**config.mk**
```make
export PLATFORM = sky130hd
export DESIGN_NAME = demux_sel_sequencer
export DESIGN_NICKNAME = d
export VERILOG_FILES = /design/src/rtl/demux_pkg.sv /design/src/rtl/demux_next_ch.sv /design/src/rtl/demux_sel_sequencer.sv
export SDC_FILE = /design/constraint.sdc
export NUM_CORES = 1
export LEC_CHECK = 0
export CAP_MARGIN = 30
export CORE_MARGIN = 2
export CORE_UTILIZATION = 48
export DETAILED_ROUTE_END_ITERATION = 16
export GPL_TIMING_DRIVEN = 0
export HOLD_SLACK_MARGIN = 0.02
export PLACE_DENSITY = 0.75
export RECOVER_POWER = 100
export SETUP_SLACK_MARGIN = 0.15
export SYNTH_ARGS = -nofsm -noshare
export SYNTH_HDL_FRONTEND = slang
export SYNTH_SLANG_ARGS = --single-unit
export TNS_END_PERCENT = 5
```
**constraint.sdc**
```tcl
create_clock -name clk -period 2.3 [get_ports clk]
set_clock_uncertainty 0.2 [all_clocks]
set_input_delay 0.46 -clock clk [delete_from_list [all_inputs] [get_ports clk]]
set_output_delay 0.46 -clock clk [all_outputs]
set_load 0.005 [all_outputs]
```
**src/rtl/demux_pkg.sv**
```systemverilog
// -----------------------------------------------------------------------------
// demux_pkg
// Shared definitions for the demux select sequencer:
//   NUM_CH      - number of demux outputs (power of two, >= 2)
//   SEL_W       - select width, $clog2(NUM_CH)
//   seq_state_t - sequencer FSM states (IDLE, SCAN, DONE)
//   next_ch_t   - result of a channel search (found flag + index)
//   next_set_bit(mask, idx, from_start) - lowest set bit of mask above idx,
//                 or the lowest set bit overall when from_start is high
// -----------------------------------------------------------------------------
package demux_pkg;

  localparam int NUM_CH = 8;
  localparam int SEL_W  = $clog2(NUM_CH);

  typedef enum logic [1:0] {
    IDLE = 2'd0,
    SCAN = 2'd1,
    DONE = 2'd2
  } seq_state_t;

  typedef struct packed {
    logic             found;
    logic [SEL_W-1:0] idx;
  } next_ch_t;

  // Walk from the top bit down so that the last hit recorded is the lowest
  // qualifying index. from_start behaves like a search that begins at -1,
  // which is how the first channel of a sweep is located.
  function automatic next_ch_t next_set_bit(input logic [NUM_CH-1:0] mask,
                                            input logic [SEL_W-1:0]  idx,
                                            input logic              from_start);
    next_ch_t r;
    r.found = 1'b0;
    r.idx   = '0;
    for (int k = NUM_CH - 1; k >= 0; k--) begin
      if (mask[k] && (from_start || (k > int'(idx)))) begin
        r.found = 1'b1;
        r.idx   = SEL_W'(k);
      end
    end
    return r;
  endfunction

endpackage

```
**src/rtl/demux_next_ch.sv**
```systemverilog
// -----------------------------------------------------------------------------
// demux_next_ch
// Combinational priority finder: returns the lowest enabled channel strictly
// above cur_idx, or the lowest enabled channel overall when from_start is set.
// Ports:
//   mask       in  NUM_CH  channel enable bitmap to search
//   cur_idx    in  SEL_W   current channel index
//   from_start in  1       search from -1 (ignore cur_idx)
//   found      out 1       a qualifying channel exists
//   next_idx   out SEL_W   index of that channel (0 when not found)
// -----------------------------------------------------------------------------
module demux_next_ch
  import demux_pkg::*;
(
  input  logic [NUM_CH-1:0] mask,
  input  logic [SEL_W-1:0]  cur_idx,
  input  logic              from_start,
  output logic              found,
  output logic [SEL_W-1:0]  next_idx
);

  next_ch_t res;

  assign res      = next_set_bit(mask, cur_idx, from_start);
  assign found    = res.found;
  assign next_idx = res.idx;

endmodule

```
**src/rtl/demux_sel_sequencer.sv**
```systemverilog
// -----------------------------------------------------------------------------
// demux_sel_sequencer
// Upstream driver for an NUM_CH-way 1:N demux. On an accepted start it scans
// the enabled channels in ascending order, holds each for dwell cycles and
// gates din onto the selected channel. busy/done let a controller chain
// sweeps.
// Optional feature macro: DEMUX_SEQ_LOOP_EN
//   When defined, the sweep wraps to the lowest enabled channel instead of
//   finishing, pulsing done at every wrap, until stop is seen; stop lets the
//   current channel finish its dwell before entering DONE.
// Ports:
//   clk      in  1        system clock, rising edge
//   rst      in  1        synchronous active-high reset
//   start    in  1        sweep request, honoured only in IDLE
//   dwell    in  DWELL_W  cycles per channel (0 treated as 1), latched on start
//   ch_mask  in  NUM_CH   channel enable bitmap, latched on start
//   din      in  1        serial data to route
//   stop     in  1        end looping sweep (only with DEMUX_SEQ_LOOP_EN)
//   sel_o    out SEL_W    demux select, registered
//   dout     out 1        din gated by ch_valid
//   ch_valid out 1        sel_o points at a channel being dwelt on
//   busy     out 1        sweep in progress
//   done     out 1        one-cycle end-of-sweep (or wrap) pulse
// -----------------------------------------------------------------------------
module demux_sel_sequencer
  import demux_pkg::*;
#(
  parameter int DWELL_W = 8
) (
  input  logic               clk,
  input  logic               rst,
  input  logic               start,
  input  logic [DWELL_W-1:0] dwell,
  input  logic [NUM_CH-1:0]  ch_mask,
  input  logic               din,
`ifdef DEMUX_SEQ_LOOP_EN
  input  logic               stop,
`endif
  output logic [SEL_W-1:0]   sel_o,
  output logic               dout,
  output logic               ch_valid,
  output logic               busy,
  output logic               done
);

  seq_state_t         state_q,    state_d;
  logic [SEL_W-1:0]   sel_q,      sel_d;
  logic               ch_valid_q, ch_valid_d;
  logic               busy_q,     busy_d;
  logic               done_q,     done_d;
  logic [DWELL_W-1:0] cnt_q,      cnt_d;
  logic [DWELL_W-1:0] dwell_q,    dwell_d;
  logic [NUM_CH-1:0]  mask_q,     mask_d;
`ifdef DEMUX_SEQ_LOOP_EN
  logic               stop_pend_q, stop_pend_d;
  next_ch_t           wrap_ch;
`endif

  logic [DWELL_W-1:0] dwell_eff;
  logic [NUM_CH-1:0]  srch_mask;
  logic [SEL_W-1:0]   srch_idx;
  logic               srch_from_start;
  logic               srch_found;
  logic [SEL_W-1:0]   srch_next;

  // A zero dwell would otherwise mean "never advance"; clamp it to one cycle.
  assign dwell_eff = (dwell == '0) ? DWELL_W'(1) : dwell;

  // One finder serves both the start path (live ch_mask, search from -1) and
  // the advance path (latched mask, search above the current select).
  demux_next_ch u_next_ch (
    .mask       (srch_mask),
    .cur_idx    (srch_idx),
    .from_start (srch_from_start),
    .found      (srch_found),
    .next_idx   (srch_next)
  );

`ifdef DEMUX_SEQ_LOOP_EN
  assign wrap_ch = next_set_bit(mask_q, sel_q, 1'b1);
`endif

  // Next-state and registered-output logic. Every output is computed for the
  // cycle after the edge so that sel_o/ch_valid/busy/done come straight from
  // flops; DONE outputs are therefore set on the transition into DONE.
  always_comb begin
    state_d         = state_q;
    sel_d           = sel_q;
    ch_valid_d      = ch_valid_q;
    busy_d          = busy_q;
    done_d          = 1'b0;
    cnt_d           = cnt_q;
    dwell_d         = dwell_q;
    mask_d          = mask_q;
    srch_mask       = mask_q;
    srch_idx        = sel_q;
    srch_from_start = 1'b0;
`ifdef DEMUX_SEQ_LOOP_EN
    stop_pend_d     = stop_pend_q | stop;
`endif

    case (state_q)
      IDLE: begin
        srch_mask       = ch_mask;
        srch_from_start = 1'b1;
`ifdef DEMUX_SEQ_LOOP_EN
        stop_pend_d     = 1'b0;
`endif
        if (start) begin
          dwell_d = dwell_eff;
          mask_d  = ch_mask;
          if (srch_found) begin
            state_d    = SCAN;
            sel_d      = srch_next;
            ch_valid_d = 1'b1;
            busy_d     = 1'b1;
            cnt_d      = dwell_eff;
          end else begin
            state_d    = DONE;
            sel_d      = '0;
            ch_valid_d = 1'b0;
            busy_d     = 1'b0;
            done_d     = 1'b1;
          end
        end
      end

      SCAN: begin
        if (cnt_q <= DWELL_W'(1)) begin
`ifdef DEMUX_SEQ_LOOP_EN
          if (stop_pend_q || stop) begin
            state_d    = DONE;
            sel_d      = '0;
            ch_valid_d = 1'b0;
            busy_d     = 1'b0;
            done_d     = 1'b1;
            cnt_d      = '0;
          end else if (srch_found) begin
            sel_d = srch_next;
            cnt_d = dwell_q;
          end else begin
            sel_d  = wrap_ch.idx;
            cnt_d  = dwell_q;
            done_d = 1'b1;
          end
`else
          if (srch_found) begin
            sel_d = srch_next;
            cnt_d = dwell_q;
          end else begin
            state_d    = DONE;
            sel_d      = '0;
            ch_valid_d = 1'b0;
            busy_d     = 1'b0;
            done_d     = 1'b1;
            cnt_d      = '0;
          end
`endif
        end else begin
          cnt_d = cnt_q - DWELL_W'(1);
        end
      end

      DONE: begin
        state_d    = IDLE;
        sel_d      = '0;
        ch_valid_d = 1'b0;
        busy_d     = 1'b0;
`ifdef DEMUX_SEQ_LOOP_EN
        stop_pend_d = 1'b0;
`endif
      end

      default: begin
        state_d    = IDLE;
        sel_d      = '0;
        ch_valid_d = 1'b0;
        busy_d     = 1'b0;
      end
    endcase
  end

  // State and output registers; reset wins over any pending start.
  always_ff @(posedge clk) begin
    if (rst) begin
      state_q    <= IDLE;
      sel_q      <= '0;
      ch_valid_q <= 1'b0;
      busy_q     <= 1'b0;
      done_q     <= 1'b0;
      cnt_q      <= '0;
      dwell_q    <= '0;
      mask_q     <= '0;
`ifdef DEMUX_SEQ_LOOP_EN
      stop_pend_q <= 1'b0;
`endif
    end else begin
      state_q    <= state_d;
      sel_q      <= sel_d;
      ch_valid_q <= ch_valid_d;
      busy_q     <= busy_d;
      done_q     <= done_d;
      cnt_q      <= cnt_d;
      dwell_q    <= dwell_d;
      mask_q     <= mask_d;
`ifdef DEMUX_SEQ_LOOP_EN
      stop_pend_q <= stop_pend_d;
`endif
    end
  end

  assign sel_o    = sel_q;
  assign ch_valid = ch_valid_q;
  assign busy     = busy_q;
  assign done     = done_q;
  assign dout     = din & ch_valid_q;

endmodule

```
==> reports/results.md <==
* 2.48 ns — critical path data arrival time
* 4 — drt first pass iters
* setup timing — violations in the final reports
* 0 — number of antenna violations at the first check in global routing
* 242 — Mapped Nets
* 0 — number of hold violations in the final report
* 0.154 — fraction of layout instances using a drive strength above 1
* 0 — number of max-slew violations in the final report
* 0.507 — initial core utilization
* 2 — number of cells on the worst hold path
* 7.76 um2 — post-synthesis average cell area
* 5.87 — Avg Vias per Cell
* true — unrepaired setup endpoints after global routing
* 3360 um2 — CORE AREA
* 26 — IO Port Bufs
* 1789 — total number of vias
* 0.378 — met1 Usage GRT
* 32.3% — Layout area overhead
* 2 — total number of H-tree levels
* -0.111 ns — worst setup margin
* 0.340 — sequential fraction of the synthesis area
* 2 — number of buffers between clock root and the deepest sink
* 0 — hold_buf cts
* 2260 um2 — Finished Cell Area
* simple AND/OR/NAND/NOR gates — family with the most delay on the worst path
* 415 MHz — f_max
* 5 — reg2reg path depth
* 734 nW/um2 — power density over the cells
* 0 — EDFF count, synth
* 0.000495 V — highest ir drop seen on vdd
* register to register — CP Class
* 2.37 ns — required time worst endpoint
* 0 — number of warnings printed during yosys synthesis
* 0 — total overflow reported by the global router
* 0.811 nW — Lkg Pwr
* 0.35 ns — clock insertion delay at the later pin of the skew report
* 0 — number of antenna-violating nets in the routed design
* register — kind of end point of the critical path
* 5 — count of cell instances traversed by the critical path
* 0.0768 — GR Layer Usage met3
* 63.6 um — Die Wd
* 1.66 mW — Overall Power
* met1 — gr busiest metal
* 0 — proportion of register bits with asynchronous set or reset after synthesis
* 0.55 ns — largest incremental delay on the critical path
* 0 — number of buffer and inverter instances along the worst setup path
* 0.685 — worst slew margin relative to its limit
* sky130_fd_sc_hd__dfxtp_1 — most instantiated flip-flop cell in the synthesis netlist
* finished with violations — run status
* 63.6 um — y dimension of the die
* 280 — number of nets in the finished design
* 4620 um — Post-Route WL
* 21 — Row Count
* 29 — clock net sink count
* 8210 um — wire length of the first global-routing pass
* register to register — classification of the worst-slack hold path
* 53 — distinct cell type count after synthesis
* or4_4 -> nor4_4 -> a32oi_1 -> or4b_1 -> a21oi_1 — cells along the critical path
* 15.1 um — wire length per cell after detailed routing
* 27 — count of pins on the block boundary
* 29 — flip-flop and latch count after synthesis
* 1699 — number of global-route vias before repair
* 0 — antenna cells
* 0 — DRC
* sky130_fd_sc_hd__or4_4 — Slowest cell on crit path
* 5 — total clock buffers created by CTS
* 2060 um2 — placed standard-cell area
* register — type of element launching the critical path
* 134 — DRC marker count from the first detailed-route iteration
* 0.358 — routing usage on met2
* sky130_fd_sc_hd__clkbuf_4 — master cell of the clock root buffer
* 0.10 ns — clock slew at reported path FFs
* 220 — cell count after synthesis
* 5 — crit-path max FO
* 0.466 ns — measured slew at the worst slew-check pin
* 1710 um2 — area of the mapped netlist
* 6 — Setup-failing EPs final
* 0.259 — overall fraction of global-route tracks in use
* 3250 um — HPWL reported at the end of detailed placement
* 4050 um2 — die footprint
* 0 — Max Cap Violations
* 11 — maximum number of pins on one net before global-route repair
* built — TritonCTS clock tree
* 1.05 — period utilisation layout
* 0.923 — Final GP Congestion
* 2.41 ns — final critical-path required period
==> what timing repair did <==
item                       in CTS  in global routing
gates resized for setup        13                  9
pin swaps                      10                  4
setup buffers                   4                  1
setup endpoints to repair      16                 23
==> cell type report <==
cell class,instances,area [um2]
inverter,6,22.5
timing repair buffer,31,302
buffer,16,100
clock buffer,6,51.3
sequential,29,586
tap,46,57.6
clock inverter,2,37.5
fill,329,1110
multi-input combinational,169,1100
==> metal layers <==
| metal | vias up | share of wire |
|---|---|---|
| met5 | - | 0 |
| li1 | 903 | - |
| met2 | 66 | 0.42 |
| met3 | 7 | 0.076 |
| met4 | 0 | 0.014 |
| met1 | 813 | 0.49 |
==> tightest hold or removal path, cell delays in order, from the launching register on <==
cell and delay [ns]:
sky130_fd_sc_hd__dfxtp_1 0.32, sky130_fd_sc_hd__nand2_1 0.05, sky130_fd_sc_hd__a21oi_1 0.05
==> cells in the mapped netlist, types with 3 or more instances <==
| cell | n | share of area |
|---|---|---|
| sky130_fd_sc_hd__a21oi_1 | 22 | 0.065 |
| sky130_fd_sc_hd__buf_2 | 4 | 0.012 |
| sky130_fd_sc_hd__a311oi_1 | 4 | 0.021 |
| sky130_fd_sc_hd__a211oi_1 | 11 | 0.048 |
| sky130_fd_sc_hd__o21ai_0 | 9 | 0.026 |
| sky130_fd_sc_hd__nor3_1 | 7 | 0.021 |
| sky130_fd_sc_hd__inv_1 | 6 | 0.013 |
| sky130_fd_sc_hd__nand2_1 | 37 | 0.081 |
| sky130_fd_sc_hd__dfxtp_1 | 29 | 0.34 |
| sky130_fd_sc_hd__clkbuf_1 | 10 | 0.022 |
| sky130_fd_sc_hd__nor4_1 | 3 | 0.011 |
| sky130_fd_sc_hd__nor2b_1 | 4 | 0.015 |
| sky130_fd_sc_hd__nor2_1 | 18 | 0.040 |
| sky130_fd_sc_hd__nand2b_1 | 3 | 0.011 |
| sky130_fd_sc_hd__o2111ai_1 | 3 | 0.015 |
| sky130_fd_sc_hd__a221oi_1 | 3 | 0.015 |
==> report_power, final <==
group	internal (mW)	switching, mW	total [mW]
Combinational	0.272	0.318	0.591
Sequential	0.556	0.0536	0.610
Clock	0.258	0.199	0.457
Total	1.09	0.571	1.66
==> placed cells by master, fill, tap and decap left out, types with 3 or more instances in the layout <==
cell type	synthesis	final
sky130_fd_sc_hd__a211oi_1	11	9
sky130_fd_sc_hd__a21oi_1	22	22
sky130_fd_sc_hd__a221oi_1	3	3
sky130_fd_sc_hd__a311oi_1	4	4
sky130_fd_sc_hd__buf_4	1	5
sky130_fd_sc_hd__buf_6	0	4
sky130_fd_sc_hd__clkbuf_1	10	9
sky130_fd_sc_hd__clkbuf_4	0	5
sky130_fd_sc_hd__clkdlybuf4s50_1	0	20
sky130_fd_sc_hd__dfxtp_1	29	27
sky130_fd_sc_hd__dlygate4sd3_1	0	6
sky130_fd_sc_hd__inv_1	6	6
sky130_fd_sc_hd__nand2_1	37	36
sky130_fd_sc_hd__nand2b_1	3	3
sky130_fd_sc_hd__nor2_1	18	17
sky130_fd_sc_hd__nor2b_1	4	4
sky130_fd_sc_hd__nor3_1	7	6
sky130_fd_sc_hd__nor4_1	3	3
sky130_fd_sc_hd__o2111ai_1	3	3
sky130_fd_sc_hd__o21ai_0	9	9
==> state kept, by name (all words and copies together), names as in the netlist <==
register  count
mask_q        7
sel_o         3
state_q       2
cnt_q         8
dwell_q       8
done          1
==> cell families (layout without fill, tap and decap cells) <==
logic type / after synthesis / after routing / share of synthesized area
compound gates: 74 / 74 / 0.306
xor+xnor: 2 / 2 / 0.0103
fa+ha+maj: 2 / 2 / 0.0147
buf+inv: 22 / 61 / 0.0543
flops: 29 / 29 / 0.340
mux: 3 / 3 / 0.0183
simple gates: 88 / 88 / 0.257
==> metrics by stage <==
stage	util	std cells	setup WS, ns	hold slack (ns)	setup TNS (ns)
floorplan	-	220	0.0826	0.231	0
global route	0.671	305	-0.167	0.286	-1.57
global placement	0.611	292	-0.460	0.240	-5.58
finish	0.671	305	-0.111	0.258	-0.360
CTS	0.661	304	-0.0964	0.257	-0.786
detailed placement	0.611	292	-0.433	0.243	-5.26
==> path summary, 6_finish.rpt <==
kind / end / start / slack (ns)
max: sel_o[2] / cnt_q[3] / -0.11
max reg2reg: sel_o[2] / cnt_q[3] / -0.11
min reg2reg: mask_q[7] / mask_q[7] / 0.26
min: mask_q[7] / mask_q[7] / 0.26
No activity file was read; power rests on OpenSTA's default activity.
==> variant 1 (config.mk and constraints unchanged) <==
Set the parameter `DWELL_W` to 12 (it was 8).
--- a/src/rtl/demux_sel_sequencer.sv
+++ b/src/rtl/demux_sel_sequencer.sv
@@ -27,3 +27,3 @@
 #(
-  parameter int DWELL_W = 8
+  parameter int DWELL_W = 12
 ) (
Interface: changed (resized dwell); port bits go from 27 to 31. No check against the original RTL was run, so the function may have changed too.
==> variant 1 against the unedited design <==
The run still ends with negative setup slack left; area after synthesis grew 28%; sequential cell count grew 8; final area grew 27%; via count grew 25%; total power grew 13%; critical path depth grew 2; worst setup slack gained 18 ps; first-iteration DRC count grew 82%; worst hold slack lost 35 ps; die area grew 26%; routed wire length grew 37%; clock power grew 30%; fmax grew 0.73%; largest cell class unchanged; highest routed layer unchanged.
==> variant 1: results (changes against the unedited design) <==
- The count of cell types in the netlist is 61 (+15%).
- In the final layout, the registers with the most flip-flops are cnt_q: 12 flops, dwell_q: 12 flops, mask_q: 7 flops.
- The clock buffer count from CTS is 5 (unchanged).
- The wire length of the first global-routing pass was 10330 um (+26%).
- The post-detailed-placement cell area is 0.002546 mm2 (+24%).
- Clock tree synthesis selected as its root buffer the cell sky130_fd_sc_hd__clkbuf_8.
- By count the netlist is led by sky130_fd_sc_hd__nand2_1 (47), sky130_fd_sc_hd__dfxtp_1 (37), sky130_fd_sc_hd__a21oi_1 (24).
- The sum of negative setup slack is -552.6 ps (-192.2 ps).
- The initial DRC count was 244 (+82%).
- In the post-synthesis netlist, the biggest area contributors are sky130_fd_sc_hd__dfxtp_1 (34%), sky130_fd_sc_hd__nand2_1 (8.1%), sky130_fd_sc_hd__a21oi_1 (5.5%), sky130_fd_sc_hd__nor2_1 (4.0%), sky130_fd_sc_hd__nand3_1 (3.0%).
- The routability congestion estimate from global placement is 0.8569 (-7.2%).
- The number of setup violations in the final report is 14 (+8).
- The number of global-route vias before repair came to 2079 (+22%).
- The aggregate routed wire length is 6303 um (+37%).
- The final worst-path setup slack is -93.84 ps (+17.50 ps).
- The post-synth net total is 306 (+26%).
- The cell leakage power was 1.136 nW (+40%).
- The clock latency reported for the late side of the worst-skew pair came to 300 ps (-50 ps).
- The library cell contributing the largest single delay on the critical path is sky130_fd_sc_hd__or4_4.
- The worst min-delay path category is in -> reg.
- The pre-CTS setup slack was -462.1 ps (-28.64 ps).
- The arrival time reported for the critical path endpoint was 2420 ps (-60 ps).
- The run finished, with violations left.
- The CTS clock-pin slew for the worst setup and hold paths is 80 ps (-20 ps).
- The antenna violation net count after detailed routing is 0 (unchanged).
- The area fraction of the dominant cell type after synthesis is 0.3400 (about the same).
- The normalized max-slew margin is 0.6441 (-0.04114).
- The total number of yosys warnings is 0 (unchanged).
- The via-per-instance ratio is 5.864 (about the same).
- The proportion of register bits with asynchronous set or reset after synthesis is 0 (unchanged).
- The checks that failed: negative setup slack.
- The cell count after placement is 361 (+24%).
- The clock tree buffer depth is 2 (unchanged).
- The maximum number of pins on one net before global-route repair was 14 (+3).
- The number of nets in the layout is 354 (+26%).
- The total track usage came to 0.2541 (-0.004993).
- The count of port buffers added during placement was 29 (+12%).
- The part of the Yosys area used for sequential elements is 0.3400 (about the same).
- The maximum resistive drop on vdd came to 0.3450 mV (-30%).
- The fraction of final layout cells with drive strength greater than 1 is 0.1884 (+0.03401).
- The number of cell instances on the worst register-to-register path is 7 (+2).
- The number of stages on the worst hold path is 2 (unchanged).
- The iteration count of the initial detailed-routing pass is 4 (unchanged).
- The number of H-tree branching levels was 2 (unchanged).
- Broken down by cell family, the worst path's largest delay share belongs to simple AND/OR/NAND/NOR gates.
- The cell count after synthesis came to 280 (+27%).
- The wire length per cell is 16.54 um (+9.3%).
- The peak per-stage delay on the critical path was 570 ps (+20 ps).
- The HPWL reported at the end of detailed placement came to 4393 um (+35%).
- The final antenna diode count is 0 (unchanged).
- The peak fanout along the critical path came to 4 (-1).
- The initial antenna violation count is 0 (unchanged).
==> variant 1: cell families after synthesis <==
family	Yosys count	synth area share
AOI/OAI and AO/OA	83	0.2608
DFF	37	0.3400
adders and majority gates	2	0.01149
and+or+nand+nor	122	0.2849
muxes	2	0.009190
xor gates and xnor gates	6	0.02413
buffers and inverters	28	0.06950
==> variant 1: layer usage <==
layer	wire length, um	track usage	up-vias
met4	145	0.1006	0
li1	-	-	1099
met3	347	0.05345	16
met2	2792	0.3652	75
met1	3019	0.3703	1044
met5	0	0	-
==> variant 1: timing repair <==
item                                   in CTS  in global routing
buffers inserted                            7                  4
endpoints found under the hold margin       0                  0
gates cloned                                0                  1
setup endpoints to repair                  29                 38
pin swaps                                   4                  7
gates resized for setup                    13                 25
==> variant 1: final cells by class <==
cell class / count / area (um2)
Tap cell: 52 / 65.06
Fill cell: 374 / 1498
Buffer: 20 / 148.9
Clock buffer: 5 / 68.82
Clock inverter: 3 / 46.29
Multi-Input combinational cell: 215 / 1344
Sequential cell: 37 / 750.7
Timing Repair Buffer: 41 / 397.9
Inverter: 8 / 35.03
==> variant 1: power by group <==
part           total, W  internal (W)  switching, W
clock          0.000593      0.000325      0.000268
combinational  0.000538      0.000263      0.000276
sequential     0.000750      0.000695     0.0000549
total           0.00188       0.00128      0.000599
==> variant 1: path summary, 6_finish.rpt <==
kind / endpoint / slack, ps / start
worst max register to register: sel_o[2]$_SDFFE_PP0P_ / -90 / cnt_q[7]$_SDFFE_PP0P_
worst min register to register: mask_q[6]$_SDFFE_PP0P_ / 250 / mask_q[6]$_SDFFE_PP0P_
worst max-delay path: sel_o[2]$_SDFFE_PP0P_ / -90 / cnt_q[7]$_SDFFE_PP0P_
worst min-delay path: cnt_q[3]$_SDFFE_PP0P_ / 220 / rst
==> variant 2 (same settings) <==
Without the edit above. Add an input register stage for `start`, `dwell`, `ch_mask` and `din`, with the module's reset; this delays them by one clock. Comments in the files are not updated.
--- a/src/rtl/demux_sel_sequencer.sv
+++ b/src/rtl/demux_sel_sequencer.sv
@@ -45,2 +45,21 @@
 
+  logic start_q;
+  logic [DWELL_W-1:0] dwell_r;
+  logic [NUM_CH-1:0] ch_mask_q;
+  logic din_q;
+
+  always_ff @(posedge clk) begin
+    if (rst) begin
+      start_q   <= '0;
+      dwell_r   <= '0;
+      ch_mask_q <= '0;
+      din_q     <= '0;
+    end else begin
+      start_q   <= start;
+      dwell_r   <= dwell;
+      ch_mask_q <= ch_mask;
+      din_q     <= din;
+    end
+  end
+
   seq_state_t         state_q,    state_d;
@@ -66,3 +85,3 @@
   // A zero dwell would otherwise mean "never advance"; clamp it to one cycle.
-  assign dwell_eff = (dwell == '0) ? DWELL_W'(1) : dwell;
+  assign dwell_eff = (dwell_r == '0) ? DWELL_W'(1) : dwell_r;
 
@@ -103,3 +122,3 @@
       IDLE: begin
-        srch_mask       = ch_mask;
+        srch_mask       = ch_mask_q;
         srch_from_start = 1'b1;
@@ -108,5 +127,5 @@
 `endif
-        if (start) begin
+        if (start_q) begin
           dwell_d = dwell_eff;
-          mask_d  = ch_mask;
+          mask_d  = ch_mask_q;
           if (srch_found) begin
@@ -215,3 +234,3 @@
   assign done     = done_q;
-  assign dout     = din & ch_valid_q;
+  assign dout     = din_q & ch_valid_q;
 
Behaviour: not the same (a bounded check fails within 4 cycles, from zero or initial values and one cycle with rst high).
==> variant 2 against the unedited design <==
The flow still finishes with violations (negative setup slack); critical endpoint is now cnt_q[0]$_SDFFE_PP0P_; highest routed layer unchanged; final area grew 26%; utilization shrank 2.0 points; sequential cell count grew 18; total power grew 67%; worst setup slack gained 29 ps; global-route usage shrank 4.5 points; largest power group is now combinational logic; area after synthesis grew 28%; largest cell class unchanged; routed wire length grew 20%.
==> variant 2: results (changes against the unedited design) <==
- The flow ran to the end, but the final reports show violations.
- The checks that failed: negative setup slack.
- The met1 global-route usage is 0.3054 (-0.07220).
- The cell count after placement was 340 (+16%).
- The number of cell instances on the worst register-to-register path is 7 (+2).
- The total track usage came to 0.2144 (-0.04474).
- The post-CTS setup buffer count is 5 (+1).
- The multi-input combinational cell count is 191 (+13%).
- The count of cell types in the netlist was 46 (-13%).
- The number of global-route vias before repair was 1773 (+4.4%).
- The commonest cells after synthesis are sky130_fd_sc_hd__dfxtp_1 (47), sky130_fd_sc_hd__nand2_1 (36), sky130_fd_sc_hd__a21oi_1 (26).
- The normalized max-slew margin is 0.6577 (-0.02753).
- The maximum resistive drop on vdd came to 0.5082 mV (+2.6%).
- The number of setup violations in the final report is 5 (-1).
- The cell leakage power is 1.021 nW (+26%).
- The routed wire length on met2 came to 2551 um (+30%).
- The number of nets in the layout came to 327 (+17%).
- The sequential cell area share is 0.3342 (+0.07479).
- The wire length per cell is 15.56 um (+2.8%).
- The clock latency reported for the late side of the worst-skew pair is 300 ps (-50 ps).
- The peak fanout along the critical path is 7 (+2).
- The count of placed standard cells in the final layout, fillers left out is 357 (+17%).
- The cell count after synthesis is 262 (+19%).
- The met3 layer usage reported by global route is 0.05063 (-0.02615).
- The tree is rooted in a sky130_fd_sc_hd__clkbuf_8.
- The initial DRC count is 343 (+160%).
- The final worst-path setup slack is -81.87 ps (+29.46 ps).
- The reg-to-reg critical path endpoint is cnt_q[0]$_SDFFE_PP0P_.
-- variant 2: cell types whose count changed after synthesis, moves of 3 or more --
cell                       change
sky130_fd_sc_hd__nor2_1        -5
sky130_fd_sc_hd__nand3_1       +8
sky130_fd_sc_hd__nor2b_1      +18
sky130_fd_sc_hd__dfxtp_1      +18
sky130_fd_sc_hd__a211oi_1      -4
sky130_fd_sc_hd__o21ai_0       +4
sky130_fd_sc_hd__a21oi_1       +4
sky130_fd_sc_hd__a31oi_1       +3
-- variant 2: critical path, stage by stage, from the launching register on --
cell and delay [ps]:
sky130_fd_sc_hd__dfxtp_2 330, sky130_fd_sc_hd__or4_4 540, sky130_fd_sc_hd__or4_4 500, sky130_fd_sc_hd__buf_8 160, sky130_fd_sc_hd__a21oi_2 140, sky130_fd_sc_hd__a21oi_1 80, sky130_fd_sc_hd__a311oi_2 230, sky130_fd_sc_hd__a211oi_1 80
-- variant 2: report_power, final --
group / switching [W] / leakage [nW] / internal (W)
Clock: 0.000280 / 0.0502 / 0.000318
Sequential: 0.0000936 / 0.390 / 0.000901
Combinational: 0.000614 / 0.581 / 0.000569
-- variant 2: metrics by stage --
stage	worst slack, ps	area, um2	util	total power [W]
after floorplan	-3.584	2195	-	0.001661
final	-81.87	2853	0.6507	0.002775
after CTS	-83.07	2719	0.6201	0.002600
after global placement	-228.3	2520	0.5748	0.001883
after detailed placement	-257.3	2520	0.5748	0.001900
after global routing	-135.0	2853	0.6507	0.002917
-- variant 2: cell families (layout without fill, tap and decap cells) --
family | Yosys count | after routing | share of synthesized area
flops | 47 | 47 | 0.4295
xor+xnor | 4 | 4 | 0.01599
simple gates | 113 | 113 | 0.2793
fa+ha+maj | 2 | 2 | 0.01142
compound gates | 70 | 70 | 0.2062
buf+inv | 24 | 67 | 0.04854
mux | 2 | 2 | 0.009138
